===== src/rtl/vec_pkg.sv =====
// Shared constants, types and helpers for the vector issue path.
package vec_pkg;

    localparam int NUM_LANES = 4;
    localparam int MAX_VL    = 64;
    localparam int VL_W      = $clog2(MAX_VL + 1);
    localparam int OP_W      = 6;
    localparam int TAG_W     = 4;

    typedef logic [OP_W-1:0]  vop_t;
    typedef logic [TAG_W-1:0] vtag_t;

    typedef enum logic [1:0] {
        IDLE  = 2'd0,
        ISSUE = 2'd1,
        ZERO  = 2'd2
    } seq_state_e;

    // Saturate a requested vector length to the architectural maximum.
    function automatic logic [VL_W-1:0] clamp_vl(input logic [VL_W-1:0] vl);
        logic [VL_W-1:0] lim;
        lim = VL_W'(MAX_VL);
        if (vl > lim) begin
            clamp_vl = lim;
        end else begin
            clamp_vl = vl;
        end
    endfunction

endpackage


===== src/rtl/lane_sequencer_mask_gen.sv =====
// Per-lane active mask and last-beat flag for one element group.
// Shared with the lane writeback path, so it stays purely combinational.
module lane_mask_gen #(
    parameter int NUM_LANES = 4,
    parameter int VL_W      = 7
) (
    input  logic [VL_W:0]        i_base,
    input  logic [VL_W-1:0]      i_vl_eff,
    output logic [NUM_LANES-1:0] o_lane_mask,
    output logic                 o_lane_last
);

    logic [VL_W:0] w_vl_ext;

    assign w_vl_ext = {1'b0, i_vl_eff};

    // One extra index bit keeps base+lane from wrapping near MAX_VL.
    always_comb begin
        o_lane_mask = '0;
        for (int i = 0; i < NUM_LANES; i++) begin
            o_lane_mask[i] = ((i_base + (VL_W + 1)'(i)) < w_vl_ext);
        end
        o_lane_last = ((i_base + (VL_W + 1)'(NUM_LANES)) >= w_vl_ext);
    end

endmodule


===== src/rtl/lane_sequencer.sv =====
// Breaks one vector instruction at a time into NUM_LANES-wide beats with
// lane backpressure, flush and per-tag completion reporting.
module lane_sequencer
    import vec_pkg::*;
(
    input  logic                 clk,
    input  logic                 reset,
    input  logic                 instr_valid,
    output logic                 instr_ready,
    input  logic [OP_W-1:0]      instr_op,
    input  logic [VL_W-1:0]      instr_vl,
    input  logic [TAG_W-1:0]     instr_tag,
    output logic                 lane_valid,
    input  logic                 lane_ready,
    output logic [OP_W-1:0]      lane_op,
    output logic [VL_W-1:0]      lane_elem_base,
    output logic [NUM_LANES-1:0] lane_mask,
    output logic                 lane_last,
    output logic [TAG_W-1:0]     lane_tag,
    input  logic                 flush,
    output logic                 done_valid,
    output logic [TAG_W-1:0]     done_tag,
    output logic                 busy
);

    seq_state_e            r_state;
    seq_state_e            w_state_nxt;
    vop_t                  r_op;
    vop_t                  w_op_nxt;
    vtag_t                 r_tag;
    vtag_t                 w_tag_nxt;
    logic [VL_W-1:0]       r_vl;
    logic [VL_W-1:0]       w_vl_nxt;
    logic [VL_W:0]         r_base;
    logic [VL_W:0]         w_base_nxt;

    logic                  r_lane_valid;
    logic                  w_lane_valid_nxt;
    vop_t                  r_lane_op;
    logic [VL_W-1:0]       r_lane_elem_base;
    logic [NUM_LANES-1:0]  r_lane_mask;
    logic                  r_lane_last;
    vtag_t                 r_lane_tag;
    logic                  r_done_valid;
    logic                  w_done_valid_nxt;
    vtag_t                 r_done_tag;
    vtag_t                 w_done_tag_nxt;
    logic                  r_busy;

    logic [NUM_LANES-1:0]  w_mask_nxt;
    logic                  w_last_nxt;
    logic                  w_hs;

    // Mask for the beat that will be presented next cycle.
    lane_mask_gen #(
        .NUM_LANES (NUM_LANES),
        .VL_W      (VL_W)
    ) u_mask_gen (
        .i_base      (w_base_nxt),
        .i_vl_eff    (w_vl_nxt),
        .o_lane_mask (w_mask_nxt),
        .o_lane_last (w_last_nxt)
    );

    assign w_hs        = r_lane_valid && lane_ready;
    assign instr_ready = (r_state == IDLE);

    // Next-state and next-beat selection.
    always_comb begin
        w_state_nxt      = r_state;
        w_op_nxt         = r_op;
        w_tag_nxt        = r_tag;
        w_vl_nxt         = r_vl;
        w_base_nxt       = r_base;
        w_lane_valid_nxt = 1'b0;
        w_done_valid_nxt = 1'b0;
        w_done_tag_nxt   = r_done_tag;
        case (r_state)
            IDLE: begin
                if (instr_valid && instr_ready) begin
                    w_op_nxt   = instr_op;
                    w_tag_nxt  = instr_tag;
                    w_vl_nxt   = clamp_vl(instr_vl);
                    w_base_nxt = '0;
                    if (clamp_vl(instr_vl) == '0) begin
                        w_state_nxt      = ZERO;
                        w_done_valid_nxt = 1'b1;
                        w_done_tag_nxt   = instr_tag;
                    end else begin
                        w_state_nxt      = ISSUE;
                        w_lane_valid_nxt = 1'b1;
                    end
                end else begin
                    w_state_nxt = IDLE;
                end
            end
            ZERO: begin
                w_state_nxt = IDLE;
            end
            ISSUE: begin
                // A last-beat handshake takes priority over a same-cycle flush.
                if (w_hs && r_lane_last) begin
                    w_state_nxt      = IDLE;
                    w_done_valid_nxt = 1'b1;
                    w_done_tag_nxt   = r_tag;
                end else if (flush) begin
                    w_state_nxt = IDLE;
                end else if (w_hs) begin
                    w_base_nxt       = r_base + (VL_W + 1)'(NUM_LANES);
                    w_lane_valid_nxt = 1'b1;
                end else begin
                    w_lane_valid_nxt = 1'b1;
                end
            end
            default: begin
                w_state_nxt = IDLE;
            end
        endcase
    end

    // State, instruction context and registered outputs.
    always_ff @(posedge clk or negedge reset) begin
        if (!reset) begin
            r_state          <= IDLE;
            r_op             <= '0;
            r_tag            <= '0;
            r_vl             <= '0;
            r_base           <= '0;
            r_lane_valid     <= 1'b0;
            r_lane_op        <= '0;
            r_lane_elem_base <= '0;
            r_lane_mask      <= '0;
            r_lane_last      <= 1'b0;
            r_lane_tag       <= '0;
            r_done_valid     <= 1'b0;
            r_done_tag       <= '0;
            r_busy           <= 1'b0;
        end else begin
            r_state      <= w_state_nxt;
            r_op         <= w_op_nxt;
            r_tag        <= w_tag_nxt;
            r_vl         <= w_vl_nxt;
            r_base       <= w_base_nxt;
            r_lane_valid <= w_lane_valid_nxt;
            r_done_valid <= w_done_valid_nxt;
            r_done_tag   <= w_done_tag_nxt;
            r_busy       <= (w_state_nxt != IDLE);
            if (w_lane_valid_nxt) begin
                r_lane_op        <= w_op_nxt;
                r_lane_elem_base <= w_base_nxt[VL_W-1:0];
                r_lane_mask      <= w_mask_nxt;
                r_lane_last      <= w_last_nxt;
                r_lane_tag       <= w_tag_nxt;
            end else begin
                r_lane_op        <= '0;
                r_lane_elem_base <= '0;
                r_lane_mask      <= '0;
                r_lane_last      <= 1'b0;
                r_lane_tag       <= '0;
            end
        end
    end

    assign lane_valid     = r_lane_valid;
    assign lane_op        = r_lane_op;
    assign lane_elem_base = r_lane_elem_base;
    assign lane_mask      = r_lane_mask;
    assign lane_last      = r_lane_last;
    assign lane_tag       = r_lane_tag;
    assign done_valid     = r_done_valid;
    assign done_tag       = r_done_tag;
    assign busy           = r_busy;

endmodule

===== config.mk =====
export PLATFORM = sky130hd
export DESIGN_NAME = lane_sequencer
export DESIGN_NICKNAME = d
export VERILOG_FILES = /design/src/rtl/vec_pkg.sv /design/src/rtl/lane_sequencer_mask_gen.sv /design/src/rtl/lane_sequencer.sv
export SDC_FILE = /design/constraint.sdc
export NUM_CORES = 1
export LEC_CHECK = 0
export CAP_MARGIN = 20
export CORE_UTILIZATION = 40
export CTS_CLUSTER_SIZE = 25
export DETAILED_ROUTE_END_ITERATION = 10
export PLACE_DENSITY = 0.65
export SETUP_SLACK_MARGIN = 0.1
export SLEW_MARGIN = 20
export SYNTH_ARGS = -nofsm -noshare
export SYNTH_HDL_FRONTEND = slang
export SYNTH_SLANG_ARGS = --single-unit

===== constraint.sdc =====
create_clock -name clk -period 3.1 [get_ports clk]
set_clock_uncertainty 0.05 [all_clocks]
set_input_delay 0.465 -clock clk [delete_from_list [all_inputs] [get_ports clk]]
set_output_delay 0.465 -clock clk [all_outputs]
set_load 0.02 [all_outputs]

# Word level (Yosys, flattened, before mapping)
# Cells that the tools add are included.
dict set report word_totals {
  in_bits 22
  regBits 56
  wordCells 74
  output_inout_bits 30
}
dict set report op_classes {
  add_sub_neg 5
  n_lt_le_gt_ge 6
  n_eq_ne 4
  reduce_logical 8
  mux 37
}
# operator n
set ops {}
lappend ops {{7-bit two-way mux} 6}
lappend ops {{8-bit by 7-bit less-than comparator with 1-bit output} 4}
lappend ops {{8-bit two-way mux} 4}
lappend ops {{4-bit two-way mux} 7}
lappend ops {{6-bit two-way mux} 3}
lappend ops {{8-bit by 2-bit adder with 8-bit output, second input constant} 2}
lappend ops {{8-bit by 3-bit adder with 8-bit output, second input constant} 2}
lappend ops {{8-bit case mux with 2 select lines} 1}
lappend ops {{8-bit by 1-bit adder with 8-bit output, second input constant} 1}
lappend ops {{8-bit by 7-bit greater-or-equal comparator with 1-bit output} 1}
lappend ops {{1-bit two-way mux} 8}
lappend ops {{2-bit two-way mux} 4}
lappend ops {{4-bit case mux with 2 select lines} 1}
lappend ops {{7-bit > comparator, second input constant} 1}
lappend ops {{7-bit zero test} 1}
lappend ops {{2-bit by 1-bit != test with 1-bit output, second input constant} 2}
lappend ops {{1-bit case mux with 2 select lines} 2}
lappend ops {{2-bit case mux with 2 select lines} 1}
lappend ops {{4-bit AND reduction} 1}
lappend ops {{2-bit nonzero test} 2}
lappend ops {{1-bit logical AND} 3}
lappend ops {{2-bit by 1-bit equality test with 1-bit output, second input constant} 1}
lappend ops {{2-bit zero test} 1}
lappend ops {{2-bit != test, second input constant} 1}

# Longest topological paths before layout
# Gate-level depths: netlist (run 1).
dict set report depth {
  depth_word 9
  depth_mapped 14
  ltp_nobuf 12
}

# By module
# A second synthesis (run 1) with hierarchy kept.
dict set report hier_totals {
  cells_unflattened 311
  hier_area_um2 3368.2
}
# module area_per_inst_um2 instances seq_area_each_um2 cells_per_inst
set by_module_without_submodules {}
lappend by_module_without_submodules {lane_sequencer 2289.7 1 1401.3 181}
lappend by_module_without_submodules {lane_mask_gen 1078.5 1 0.0 130}

# Worst setup path before layout (run 1)
# OpenSTA, ideal clock, no wires.
dict set report synth_timing {
  path_kind {input to register}
  start {input instr_valid}
  end {register r_lane_mask[3] (netlist: lane_mask[3])}
  arrival_time_ps 2838
  setup_ps 96
  required_time_ps 2954
  path_buffers 2
  stages 14
  setup_slack_ps 116
  path_cell_list {or3b_1 > clkbuf_1 > buf_2 > nand2_1 > inv_1 > ha_1 > a31o_2 > xor2_1 > ha_1 > o21ai_0 > a21oi_1 > nor3_1 > nor2_1 > nor4_2}
}
dict set report synth_via {
  elab_chain_cells 6
}
# element line
set synth_rtl {}
lappend synth_rtl {{from (decl)} lane_sequencer.sv:8} ;# input logic instr_valid,
lappend synth_rtl {{1-bit logical AND} lane_sequencer.sv:80} ;# if (instr_valid && instr_ready) begin
lappend synth_rtl {{8-bit two-way mux} lane_sequencer.sv:80}
lappend synth_rtl {{8-bit case mux with 2 select lines} lane_sequencer.sv:78} ;# case (r_state)
lappend synth_rtl {{named net u_mask_gen.i_base[1]} lane_sequencer_mask_gen.sv:7} ;# input logic [VL_W:0] i_base,
lappend synth_rtl {{8-bit by 2-bit adder with 8-bit output} lane_sequencer_mask_gen.sv:21} ;# o_lane_mask[i] = ((i_base + (VL_W + 1)'(i)) < w_vl_ext);
lappend synth_rtl {{8-bit by 7-bit less-than comparator with 1-bit output} lane_sequencer_mask_gen.sv:21}
lappend synth_rtl {{4-bit two-way mux} lane_sequencer.sv:148} ;# if (w_lane_valid_nxt) begin
lappend synth_rtl {{to (signal assigned)} lane_sequencer.sv:151} ;# r_lane_mask <= w_mask_nxt;
lappend synth_rtl {{to (decl)} lane_sequencer.sv:41} ;# logic [NUM_LANES-1:0] r_lane_mask;
# The timed path passes the listed nets, and every way through them passes these cells.
# A chain may end at the register's enable or synchronous reset.

# Worst setup path after layout (run 1)
# Same ends and word-level chain as after synthesis.

==> results of run 1 <==
==> final timing paths <==
path / end / from / slack [ns] / depth (start not counted)
min in group clk: r_op[3] / r_op[3] / 0.42 / 2
hold reg to reg: r_op[3] / r_op[3] / 0.42 / 2
setup reg to reg: lane_mask[3] / r_state[1] / 0.28 / 12
setup / recovery: lane_mask[3] / instr_valid / 0.25 / 14
max in group asynchronous: r_state[1] / reset / 2.06 / 3
hold / removal: done_tag[2] / reset / 0.41 / 2
==> placed cells by master (no fill, tap or decap), types with 6 or more instances in the layout <==
master,synthesis,layout
nand3_1,7,6
inv_2,4,6
a21oi_1,9,7
ha_1,37,32
clkdlybuf4s50_1,0,48
nor2b_1,12,12
nor2_1,18,16
inv_1,9,7
dfrtp_1,56,55
o21a_1,7,7
o21ai_0,9,6
and2_1,7,7
o21ai_1,8,9
xnor2_1,15,14
nand2_1,58,55
buf_4,1,35
nand2b_1,10,9
==> what timing repair did <==
item / 4_1_cts / 5_1_grt
endpoints found under the hold margin: 2 / 0
setup buffers: 0 / 1
gates resized for setup: 0 / 38
hold buffers: 1 / 0
endpoints found under the setup margin: 0 / 5
==> flip-flops by register name, summed over array words and instances (netlist names) <==
register and flops:
busy 1, lane_mask 4, r_vl 7, lane_op 6
r_op 6, r_tag 4, r_state 2, r_base 8
done_valid 1, lane_elem_base 7, lane_tag 4, done_tag 4
lane_valid 1, lane_last 1
==> area by class of cell <==
cell class,count,share of cell area
clock inverters,3,0.004930
multi-input cells,241,0.4255
inverters,13,0.01131
repair buffers,89,0.1876
well taps,102,0.02958
flip-flops and latches,56,0.3251
clock buffers,5,0.01595
==> through the flow <==
| step | worst slack (ns) | instance area (um2) | util | total power [uW] | setup TNS, ns |
|---|---|---|---|---|---|
| 3_3_place_gp | -0.1695 | 4056 | 0.5249 | 1683 | -0.4265 |
| 3_5_place_dp | -0.2012 | 4056 | 0.5249 | 1698 | -0.5439 |
| 2_1_floorplan | 0.1163 | 3189 | - | 1353 | 0 |
| 5_1_grt | 0.09441 | 4314 | 0.5583 | 2284 | 0 |
| 4_1_cts | 0.1146 | 4156 | 0.5379 | 2109 | 0 |
| 6_report | 0.2459 | 4314 | 0.5583 | 2124 | 0 |
==> power breakdown <==
part           internal (uW)  switching (uW)  total, uW
sequential               853            52.7        906
clock                    161             247        408
combinational            383             428        811
total                   1400             727       2120
==> routing by layer <==
layer,up-vias,share of wire
met5,-,0
met4,0,0.013
met3,10,0.037
met2,62,0.45
met1,1154,0.50
li1,1245,-
==> logic make-up after synthesis <==
kind of cell | Yosys count
AOI/OAI and AO/OA | 39
xor gates and xnor gates | 21
adders and majority gates | 37
buffers and inverters | 21
DFF | 56
muxes | 9
and+or+nand+nor | 135
==> out/metrics.csv, run 1 <==
metric;value;unit
status;finished, final reports clean;
worst skew pair latency;0.31;ns
CP peak stage delay;0.46;ns
adder-cell share of the synthesized area;0.1452;
fin crit share;0.9207;
met3 usage;0.02261;
Worst setup EP type;register;
Final ANT Viol Nets;0;
share of cells above drive strength 1;0.2162;
Yosys top cell by area;dfrtp_1;
Mapped Cells;318;
gr busiest metal;met2;
via count;2471;
Die X;91.30;um
first-pass GRT wire length;12140;um
EDFF count, synth;0;
leading cell type by number of instances after synthesis;nand2_1;
# Max-Cap Violations;0;
largest net degree at the start of global routing;28;
slowest stage cell, crit path;clkdlybuf4s50_1;
Post-Layout Cell Count;509;
initial antenna violation count;0;
fin. max-slew vios;0;
GR Util met1;0.2667;
Commonest cells post-synth;nand2_1 (58), dfrtp_1 (56), ha_1 (37);
synthesized area per cell;10.03;um2
register area;0.001403;mm2
Yosys reg bits;56;
worst hold slack;0.4137;ns
Hold Violations, Final;0;
syn_nets;377;
xor-xnor portion of the synthesized cell area;0.05767;
clock period minus worst slack;2.854;ns
Hold WC Path Type;input pin to asynchronous set/reset pin;
# diodes;0;
vias in the first global route;2466;
normalized max-slew margin;0.5680;
P&R area growth vs syn;35.27;%
Initial DRC Count;139;
Power Density;492.4;mW/mm2
fillers;674;
port bufs;51;
grt ovf;0;
Critical Path Fanout Max;4;
Synth Area in Compound Gates;0.07493;
Pleak;0.002090;uW
worst slew pin tran;0.6480;ns
num rows;32;
Top Ports;52;
RSZ-0062 raised after global routing;no;
clock buffer count from CTS;5;
kind of cell adding the most delay to the critical path;simple AND/OR/NAND/NOR gates;
die area;0.008335;mm2
Initial DRT Pass Iterations;6;
CP Launch Type;input pin;
Clock transition at path regs;0.10;ns
Post-DP HPWL;5422;um
count of unique library cells instantiated by Yosys;42;
Tot GR Track Use;0.1843;
Multi-input gate area;0.001836;mm2
WL final;7119;um
via-per-instance ratio;4.855;
combinational family with the most area after synthesis;simple AND/OR/NAND/NOR gates;
kind of critical path;input pin to register;
Yosys top cell area share;0.4394;
Synth Area in Simple Gates;0.2158;
WL/cell;13.99;um
CP required;3.28;ns
CTS tree;built;
Ys Warns;0;
top post-synthesis cells by area;dfrtp_1 (44%), ha_1 (15%), nand2_1 (6.8%), xnor2_1 (4.1%), nor2b_1 (2.4%);
Syn Std Cell Area;0.003189;mm2
Routability Congestion;0.8884;
CP arrival;3.03;ns
starting density of the core;0.4127;
final setup vio count;0;
# nets final;465;
root buf cell;clkbuf_8;
routing usage on met2;0.2917;
chip height;91.30;um
DR DRC count;0;
Most used DFF post-synth;dfrtp_1;
Seq/Total Area, Yosys;0.4394;
CORE AREA;0.007727;mm2
CTS Sinks;56;
maximum vdd ir drop;0.2149;mV
CP Cell Sequence;clkdlybuf4s50_1 > or3b_4 > buf_6 > nand2_4 > inv_2 > ha_4 > inv_1 > ha_1 > nor2b_1 > o21ai_1 > a21oi_2 > nor3_2 > nor2_1 > nor4_2;
Async S/R FF share, synth;1.000;
multiplexer area fraction after synthesis;0.04041;
Achievable Freq;350.4;MHz
H-tree depth;2;
CP bufs+invs;4;
dpl cells;499;
Max Buffers Root-to-Sink;2;
No activity file was read; power rests on OpenSTA's default activity.
==> run 2, diff against run 1 <==
--- a/config.mk
+++ b/config.mk
@@ -7,9 +7,10 @@
 export LEC_CHECK = 0
 export CAP_MARGIN = 20
 export CORE_UTILIZATION = 40
+export CTS_CLUSTER_DIAMETER = 50
 export CTS_CLUSTER_SIZE = 25
 export DETAILED_ROUTE_END_ITERATION = 10
-export PLACE_DENSITY = 0.65
+export PLACE_DENSITY = 0.77
 export SETUP_SLACK_MARGIN = 0.1
 export SLEW_MARGIN = 20
 export SYNTH_ARGS = -nofsm -noshare
==> out/metrics.csv, run 2 (same netlist as run 1, synthesis figures left out) <==
metric;value;unit;change
status;finished, final reports clean;;unchanged
H-tree depth;2;;unchanged
Pleak;0.002051;uW;was 0.002090 uW
# Max-Cap Violations;0;;unchanged
clock buffer count from CTS;5;;unchanged
share of cells above drive strength 1;0.1856;;was 0.2162
fin. max-slew vios;0;;unchanged
Achievable Freq;348.2;MHz;was 350.4 MHz
vias in the first global route;2590;;was 2466
Worst setup EP type;register;;unchanged
initial antenna violation count;0;;unchanged
final design utilization;0.5468;;was 0.5583
# diodes;0;;unchanged
Pwr Total;2125;uW;was 2124 uW
worst slew pin tran;0.6338;ns;was 0.6480 ns
CTS Sinks;56;;unchanged
# nets final;462;;was 465
Final ANT Viol Nets;0;;unchanged
maximum vdd ir drop;0.2099;mV;was 0.2149 mV
DR DRC count;0;;unchanged
via-per-instance ratio;4.978;;was 4.855
CP arrival;3.04;ns;was 3.03 ns
Power Density;503.0;mW/mm2;was 492.4 mW/mm2
sum of negative setup slack;0;ns;unchanged
Place WS;-0.2616;ns;was -0.2012 ns
Hold Violations, Final;0;;unchanged
kind of critical path;register to register;;was input pin to register
P&R area growth vs syn;32.48;%;was 35.27%
grt ovf;0;;unchanged
Crit path top cell by count;a21oi_1;;
WL/cell;13.99;um;about the same
Initial DRT Pass Iterations;4;;was 6
chip height;91.30;um;unchanged
largest net degree at the start of global routing;29;;was 28
Top Ports;52;;unchanged
Routability Congestion;0.8799;;was 0.8884
Initial DRC Count;122;;was 139
Die X;91.30;um;unchanged
Critical Path Fanout Max;5;;was 4
CP bufs+invs;0;;was 4
Tot GR Track Use;0.1811;;was 0.1843
most frequent cells in the layout;nand2_1 (56), dfrtp_1 (56), clkdlybuf4s50_1 (47);;was nand2_1 (55), dfrtp_1 (55), clkdlybuf4s50_1 (48)
largest register by flop count;r_base;;unchanged
Max Buffers Root-to-Sink;2;;unchanged
clock period minus worst slack;2.872;ns;was 2.854 ns
normalized max-slew margin;0.5775;;was 0.5680
WL final;7079;um;was 7119 um
starting density of the core;0.4127;;unchanged
CP Cell Sequence;and4b_4 > a21oi_1 > mux2_4 > ha_2 > a31o_4 > xor2_2 > ha_1 > o21ai_1 > a21oi_1 > nor3_1 > nor2_1 > nor4_2;;was clkdlybuf4s50_1 > or3b_4 > buf_6 > nand2_4 > inv_2 > ha_4 > inv_1 > ha_1 > nor2b_1 > o21ai_1 > a21oi_2 > nor3_2 > nor2_1 > nor4_2
root buf cell;clkbuf_8;;unchanged
via count;2519;;was 2471
Post-DP HPWL;5361;um;was 5422 um
Clock transition at path regs;0.11;ns;was 0.10 ns
kind of cell adding the most delay to the critical path;simple AND/OR/NAND/NOR gates;;unchanged
final setup vio count;0;;unchanged
first-pass GRT wire length;12070;um;was 12140 um
CP peak stage delay;0.43;ns;was 0.46 ns
worst hold slack;0.08620;ns;was 0.4137 ns
Final WS setup;0.2281;ns;was 0.2459 ns
worst skew pair latency;0.31;ns;about the same
CTS tree;built;;unchanged
number of flip-flops in the largest register;8;;unchanged
num rows;32;;unchanged
CP required;3.27;ns;was 3.28 ns
Hold WC Path Type;input pin to asynchronous set/reset pin;;unchanged
CORE AREA;0.007727;mm2;unchanged
RSZ-0062 raised after global routing;no;;unchanged
slowest stage cell, crit path;dfrtp_1;;was clkdlybuf4s50_1
die area;0.008335;mm2;unchanged
CP Launch Type;register;;was input pin
fin crit share;0.9264;;was 0.9207
port bufs;51;;unchanged
-- run 2: where the power goes --
part,total (uW),switching (uW),leakage (uW),internal (uW)
registers,907,54.4,0.000736,853
logic,799,426,0.00127,373
clock network,419,252,0.0000463,166
-- run 2: path summary, 6_finish.rpt --
| kind | cells after the start | startpoint | slack (ns) | end |
|---|---|---|---|---|
| setup / recovery | 12 | r_state[1] | 0.23 | lane_mask[3] |
| setup reg to reg | 12 | r_state[1] | 0.23 | lane_mask[3] |
| hold reg to reg | 2 | r_op[2] | 0.43 | r_op[2] |
| max in group asynchronous | 2 | reset | 2.64 | lane_elem_base[2] |
| hold / removal | 2 | reset | 0.09 | done_tag[2] |
| min in group clk | 2 | r_op[2] | 0.43 | r_op[2] |
-- run 2: cell type report --
cell class,instances,area [um2]
Clock inverter,3,27.53
Timing Repair Buffer,86,777.0
Clock buffer,5,68.82
Inverter,13,48.80
Multi-Input combinational cell,241,1774
Fill cell,688,3502
Sequential cell,56,1401
Tap cell,102,127.6
-- run 2: routing by layer --
metal,global-route usage,routed length (um)
met2,0.3005,3443
met4,0.05688,118
met5,0,0
met1,0.2434,3175
met3,0.02764,342
-- run 2: repair_timing --
action                     in CTS  in global routing
hold buffers                    0                  0
resized for setup               3                 22
buffers inserted                0                  5
setup endpoints to repair       2                  3
pin swaps                       0                  7
-- run 2: stage by stage --
| stage | cell area (um2) | std cells |
|---|---|---|
| after floorplan | 3189 | 318 |
| after global placement | 4011 | 493 |
| after detailed placement | 4011 | 493 |
| after CTS | 4115 | 501 |
| after global routing | 4225 | 506 |
| final | 4225 | 506 |
